==> config.mk <==
export PLATFORM = sky130hd
export DESIGN_NAME = regfile_sb
export DESIGN_NICKNAME = d
export VERILOG_FILES = /design/src/rtl/regfile_sb.sv
export SDC_FILE = /design/constraint.sdc
export NUM_CORES = 2
export LEC_CHECK = 0
export BUFFER_PORTS_ARGS = -buffer_cell sky130_fd_sc_hd__buf_2
export CORE_UTILIZATION = 45
export DETAILED_ROUTE_END_ITERATION = 10
export PLACE_DENSITY_LB_ADDON = 0.05
export SKIP_LAST_GASP = 1
export SLEW_MARGIN = 10
export SYNTH_ARGS = -nofsm -noshare
export SYNTH_HDL_FRONTEND = slang
export SYNTH_HIERARCHICAL = 1
export SYNTH_SLANG_ARGS = --single-unit
==> constraint.sdc <==
create_clock -name CLK -period 5.1 [get_ports CLK]
set_input_delay 0.51 -clock CLK [delete_from_list [all_inputs] [get_ports CLK]]
set_output_delay 0.51 -clock CLK [all_outputs]
set_load 0.005 [all_outputs]
==> src/rtl/regfile_sb.sv <==
// regfile_sb: decode-stage register file with a per-register busy scoreboard.
//   NRD combinational read ports, one write-back port, and a stall request
//   raised when a needed operand still has an outstanding producer.
//   Optional macro REGFILE_SB_BYPASS_EN: when defined, a same-cycle
//   write-back is forwarded to the read ports and clears the hazard. When it
//   is undefined, reads see stored contents only, and the stall lasts one
//   extra cycle until the write has landed.
// Ports:
//   CLK, RSTn          clock, async active-low reset
//   EN, START          qualify every state update
//   rs_addr, rs_used   per-port read address and operand-needed flag
//   rd_data            per-port read data (port i at [i*XLEN +: XLEN])
//   wb_we/addr/data    write-back
//   iss_valid/we/rd    issuing instruction's destination claim
//   stall, busy_vec    hazard request, scoreboard state

// One read port: operand select plus that port's hazard term.
module regfile_sb_lane #(
  parameter int XLEN = 32,
  parameter int NREG = 32,
  parameter int AW   = 5
) (
  input  logic [NREG-1:0][XLEN-1:0] regs,
  input  logic [NREG-1:0]           busy,
  input  logic [AW-1:0]             addr,
  input  logic                      used,
  input  logic                      wb_we,
  input  logic [AW-1:0]             wb_addr,
  input  logic [XLEN-1:0]           wb_data,
  output logic [XLEN-1:0]           data,
  output logic                      hazard
);
  logic nz;
  assign nz = (addr != '0);

`ifdef REGFILE_SB_BYPASS_EN
  logic wb_hit;
  assign wb_hit = wb_we && (wb_addr == addr);
  // Forwarded data also resolves the hazard, so no bubble is taken.
  assign data   = !nz ? '0 : (wb_hit ? wb_data : regs[addr]);
  assign hazard = used && nz && busy[addr] && !wb_hit;
`else
  // Without forwarding the write-back ports are not looked at here.
  logic unused_wb;
  assign unused_wb = ^{wb_we, wb_addr, wb_data};
  assign data   = nz ? regs[addr] : '0;
  assign hazard = used && nz && busy[addr];
`endif
endmodule

module regfile_sb #(
  parameter int XLEN = 32,
  parameter int NREG = 32,
  parameter int NRD  = 2,
  localparam int AW  = $clog2(NREG)
) (
  input  logic                CLK,
  input  logic                RSTn,
  input  logic                EN,
  input  logic                START,
  input  logic [NRD*AW-1:0]   rs_addr,
  input  logic [NRD-1:0]      rs_used,
  output logic [NRD*XLEN-1:0] rd_data,
  input  logic                wb_we,
  input  logic [AW-1:0]       wb_addr,
  input  logic [XLEN-1:0]     wb_data,
  input  logic                iss_valid,
  input  logic                iss_we,
  input  logic [AW-1:0]       iss_rd,
  output logic                stall,
  output logic [NREG-1:0]     busy_vec
);
  logic [NREG-1:0][XLEN-1:0] regs;
  logic [NREG-1:0]           busy, busy_nxt;
  logic [NRD-1:0]            hz;
  logic                      upd, wr, set;

  assign upd = EN && START;
  // Register 0 is never written and never claimed, so it reads as 0 and
  // its busy bit stays low without any extra masking.
  assign wr  = upd && wb_we && (wb_addr != '0);
  // A stalled instruction does not issue, so it must not claim its rd.
  assign set = upd && iss_valid && iss_we && (iss_rd != '0) && !stall;

  genvar g;
  generate
    for (g = 0; g < NRD; g++) begin : g_rd
      regfile_sb_lane #(.XLEN(XLEN), .NREG(NREG), .AW(AW)) u_lane (
        .regs    (regs),
        .busy    (busy),
        .addr    (rs_addr[g*AW +: AW]),
        .used    (rs_used[g]),
        .wb_we   (wb_we),
        .wb_addr (wb_addr),
        .wb_data (wb_data),
        .data    (rd_data[g*XLEN +: XLEN]),
        .hazard  (hz[g])
      );
    end
  endgenerate

  assign stall    = |hz;
  assign busy_vec = busy;

  // Clear first, then set: when both hit one register the new producer
  // supersedes the one writing back.
  always_comb begin
    busy_nxt = busy;
    if (wr)  busy_nxt[wb_addr] = 1'b0;
    if (set) busy_nxt[iss_rd]  = 1'b1;
  end

  always_ff @(posedge CLK or negedge RSTn) begin
    if (!RSTn) begin
      regs <= '0;
      busy <= '0;
    end else if (upd) begin
      if (wr) regs[wb_addr] <= wb_data;
      busy <= busy_nxt;
    end
  end
endmodule

==> metrics.md <==
| Metric | Value |
|---|---|
| Run status | `completed` |
| Synth Area per Inst | `approximately 15 um^2` |
| Ys flop type | `dfrtp_1` |
| RD Place Congestion | `0.839` |
| Worst-case headroom to the max-slew limit | `a little over a fifth` |
| Worst Setup Slack post-DPL | `between 800 and 900 ps` |
| Slew Limit Fails | `0` |
| Number of max-cap violations | `0` |
| Largest cells by area after synthesis | `dfrtp_1 (47%), mux2_2 (21%), mux4_2 (18%), mux2i_1 (2.5%), a221oi_1 (1.7%)` |
| Instance count of the mapped netlist | `about 3800` |
| Remaining design rule violation count | `0` |
| CP peak stage delay | `~700 ps` |
| Transition time at the pin with the least slew margin | `approximately 1200 ps` |
| Worst ir drop on vdd | `318 uV` |
| Count of flip-flops with a built-in enable after synthesis | `0` |
| Count of filler cells inserted in the layout | `10500` |
| Fraction of final layout cells sized beyond drive strength 1 | `~53%` |
| Global-route wire length before repair | `around 290000 um` |
| Source-to-sink clock delay at the later pin of the worst-skew pair | `760 ps` |
| Num CTS Buffers | `120` |
| Cell Int Power | `15.9 mW` |
| Layout Skew | `roughly 26 ps` |
| Worst reg2reg path endpoint | `busy_vec[10]` |
| Cell family with the largest share of critical-path delay | `buffers and inverters` |
| Final period util | `74.4%` |
| Antenna violations before repair | `11` |
| DR pass1 iterations | `5` |
| Smallest setup slack after layout | `1300 ps` |
| Most common cell after layout, fill and taps aside | `dfrtp_1` |
| Proportion of synthesized chip area in sequential cells | `46.6%` |
| Top library cells by usage in the layout, fill and taps aside | `dfrtp_1 (1056), mux2_2 (1035), mux4_2 (456)` |
| Share of the synthesized area in the top cell type | `46.6%` |
| Path type of the worst setup path | `in2out` |
| Drt total wl | `197000 um` |
| Critical-path maximum fanout | `35` |
| Leakage component of the power | `28.6 nW` |
| Number of port buffers | `157` |
| Area delta synth->final | `10.8%` |
| Proportion of power drawn by the clock network | `42.4%` |
| Via Count | `between 30000 and 40000` |
| Unrepaired setup endpoints after global routing | `false` |
| Number of global-route vias before repair | `39400` |
| # nets final | `approximately 3800` |
| Net count after synthesis | `3857` |
| Post-layout power | `roughly 22 mW` |
| Effective utilization at floorplan | `45.6%` |
| Total setup violations reported at the end of the flow | `0` |
| Count of different cell masters after synthesis | `55` |
| Routed WL per cell | `around 36 um` |
| Hold Violations, Final | `0` |
| End point of the most critical hold path | `busy_vec[27]` |
| Number of gates resized after CTS | `0` |
| Root Buffer | `clkbuf_16` |
| Power per cell area | `about 340 mW/mm^2` |
| Post-route minimum period | `3800 ps` |
| Worst-path cell with the longest stage delay | `a211oi_1` |
| Area of all placed cells without fillers | `around 0.063 mm^2` |
| Site Rows | `129` |
| Maximum level of the CTS H-tree | `3` |
| Clock tree from TritonCTS | `built` |
| Overall die area | `0.127 mm^2` |
| Cell depth of the worst min-delay path | `3` |
| First DRT Iteration DRCs | `3336` |
| Reg-to-reg critical path startpoint | `busy_vec[14]` |
| Critical Path Source Type | `primary input` |
| Worst reg2reg setup slack | `1630 ps` |
| Required time at the worst-slack endpoint | `~4600 ps` |
| Portion of total power attributed to combinational logic | `13.2%` |
| Switching power share of the total | `26.1%` |
| Worst path buffer plus inverter count | `3` |
| Remaining global-route overflow | `0` |
| Final worst hold slack | `156 ps` |
| NetSw | `about 5.6 mW` |
| Die extent in y | `approximately 360 um` |
| Global router's overall resource usage | `31.3%` |
| Hold_sp | `iss_valid` |
| Path class of the lowest-slack min-delay path | `in2reg` |
| Logic depth of the worst register-to-register path | `6` |
| Sequential cell fraction of total power | `44.4%` |
| Worst Setup End Kind | `output pin` |
| Data arrival time of the critical path | `3290 ps` |
| Post-Synthesis Cell Area | `0.0567 mm^2` |
| Placeable Area | `0.124 mm^2` |
| Mean number of vias per cell | `roughly 6.7` |
| Yosys top cell by area | `dfrtp_1` |
| Die span in x | `357 um` |
| Synth warn | `6` |
| Maximum number of pins on one net before global-route repair | `135` |
| Cell Area, Placed | `~0.059 mm^2` |
| Final TNS setup | `0 ps` |
| TritonCTS sink count | `approximately 1100` |
| Half-perimeter wire length after placement | `115000 um` |
| Clock slew at reported path FFs | `approximately 70 ps` |
| Maximum clock path buffer count | `3` |
| Worst-path cell chain | `buf_6 > inv_4 > nor2_2 > a221oi_1 > a211oi_1 > buf_2` |
| Async SR Flop Fraction | `100%` |
| Flop and latch count out of synthesis | `1056` |
| Number of I/O pins | `158` |
| Upper clock frequency limit | `0.263 GHz` |
| Antenna Nets Post-Route | `0` |
-- layer usage --
| layer | share of wire (%) | wire (um) | track usage (%) | up-vias |
|---|---|---|---|---|
| met4 | 4.7 | 9320 | 13.6 | 10 |
| li1 | - | - | - | 14600 |
| met3 | 6.1 | 12100 | 5.32 | 492 |
| met1 | 41 | 81800 | 42.2 | 20300 |
| met2 | 48 | 94200 | 50.2 | 1509 |
| met5 | 0.035 | 69 | 0 | - |
-- area by class of cell --
| class | instances | area [um^2] | share of cell area (%) |
|---|---|---|---|
| Clock buffer | 175 | 3590 | 5.72 |
| Sequential cell | 1056 | 26400 | 42.1 |
| Inverter | 17 | 68.8 | 0.110 |
| Antenna cell | 3 | 7.51 | 0.0120 |
| Multi-Input combinational cell | 2279 | 28100 | 44.7 |
| Clock inverter | 51 | 581 | 0.924 |
| Timing Repair Buffer | 270 | 2000 | 3.18 |
| Tap cell | 1637 | 2050 | 3.26 |
-- per-stage QoR --
stage / utilization, % / std cells
5_1_grt: 50.5 / 5487
6_report: 50.5 / 5488
3_5_place_dp: 47.2 / 5258
4_1_cts: 50.5 / 5485
3_3_place_gp: 47.2 / 5258
2_1_floorplan: - / 3796
-- synth_stat cells, types with 2 or more instances --
cell type / number
buf_2: 137
and4bb_1: 2
a2111oi_2: 2
a21oi_1: 2
nor2b_1: 75
a221oi_1: 112
a22oi_1: 4
o22ai_1: 6
nand4b_1: 4
a311oi_1: 2
and4bb_2: 2
o21ai_0: 62
a211oi_1: 128
buf_4: 54
nand4_1: 3
mux2_1: 21
clkbuf_1: 213
and2_1: 2
nor3b_1: 3
and3_1: 2
nand2b_1: 3
nor4_1: 2
clkbuf_4: 2
dfrtp_1: 1056
mux2_2: 1035
inv_1: 15
mux2i_1: 144
buf_6: 38
a22o_1: 14
or4_4: 2
or2_2: 3
o2111ai_1: 20
nand2_1: 59
nor3_2: 2
o21ai_1: 60
nor2_2: 2
inv_2: 2
and4b_1: 3
nand3b_1: 3
o31ai_1: 2
nand3_1: 8
mux4_2: 456
or4_1: 2
o2bb2ai_1: 3
nor2_1: 14
-- worst reg2reg max path, cell delays in order, from the launching register on --
cell,delay [ps]
dfrtp_1,560
mux4_2,540
a221oi_1,500
a2111oi_2,170
nand4bb_1,490
nor4b_1,850
a22o_1,270
-- worst max path at each step --
| stage | from | endpoint | slack (ps) | cells past startpoint |
|---|---|---|---|---|
| floorplan | rs_addr[0] | busy_vec[14] | 2310 | 11 |
| global placement | rs_addr[0] | busy_vec[30] | 1110 | 9 |
| detailed placement | rs_addr[0] | busy_vec[10] | 810 | 9 |
| CTS | rs_addr[0] | rd_data[25] | 1270 | 6 |
| global route | rs_addr[0] | rd_data[25] | 1140 | 6 |
| finish | rs_addr[0] | rd_data[25] | 1300 | 6 |
-- sequential cells by signal, indices dropped and copies added, names as in the netlist --
signal / flops
regs: 1024
busy_vec: 32
-- kinds of logic after synthesis --
kind of cell | after synthesis | share of synthesized area, %
simple gates | 205 | 2.14
buf+inv | 461 | 4.23
flops | 1056 | 46.6
compound gates | 418 | 5.34
mux | 1656 | 41.7
-- power groups by stage --
stage	clock network [mW]	registers, mW	logic, mW
6_report	9.14	9.56	2.84
5_1_grt	9.63	9.64	3.02
4_1_cts	9.31	9.54	2.85
3_5_place_dp	0	9.69	2.84
3_3_place_gp	0	9.61	2.77
2_1_floorplan	0	9.51	1.95
-- repair_timing --
| item | CTS | global route |
|---|---|---|
| hold buffers | 1 | 0 |
| endpoints found under the hold margin | 77 | 0 |
| setup buffers | 0 | 0 |
Power figures use the tool's default switching activity.
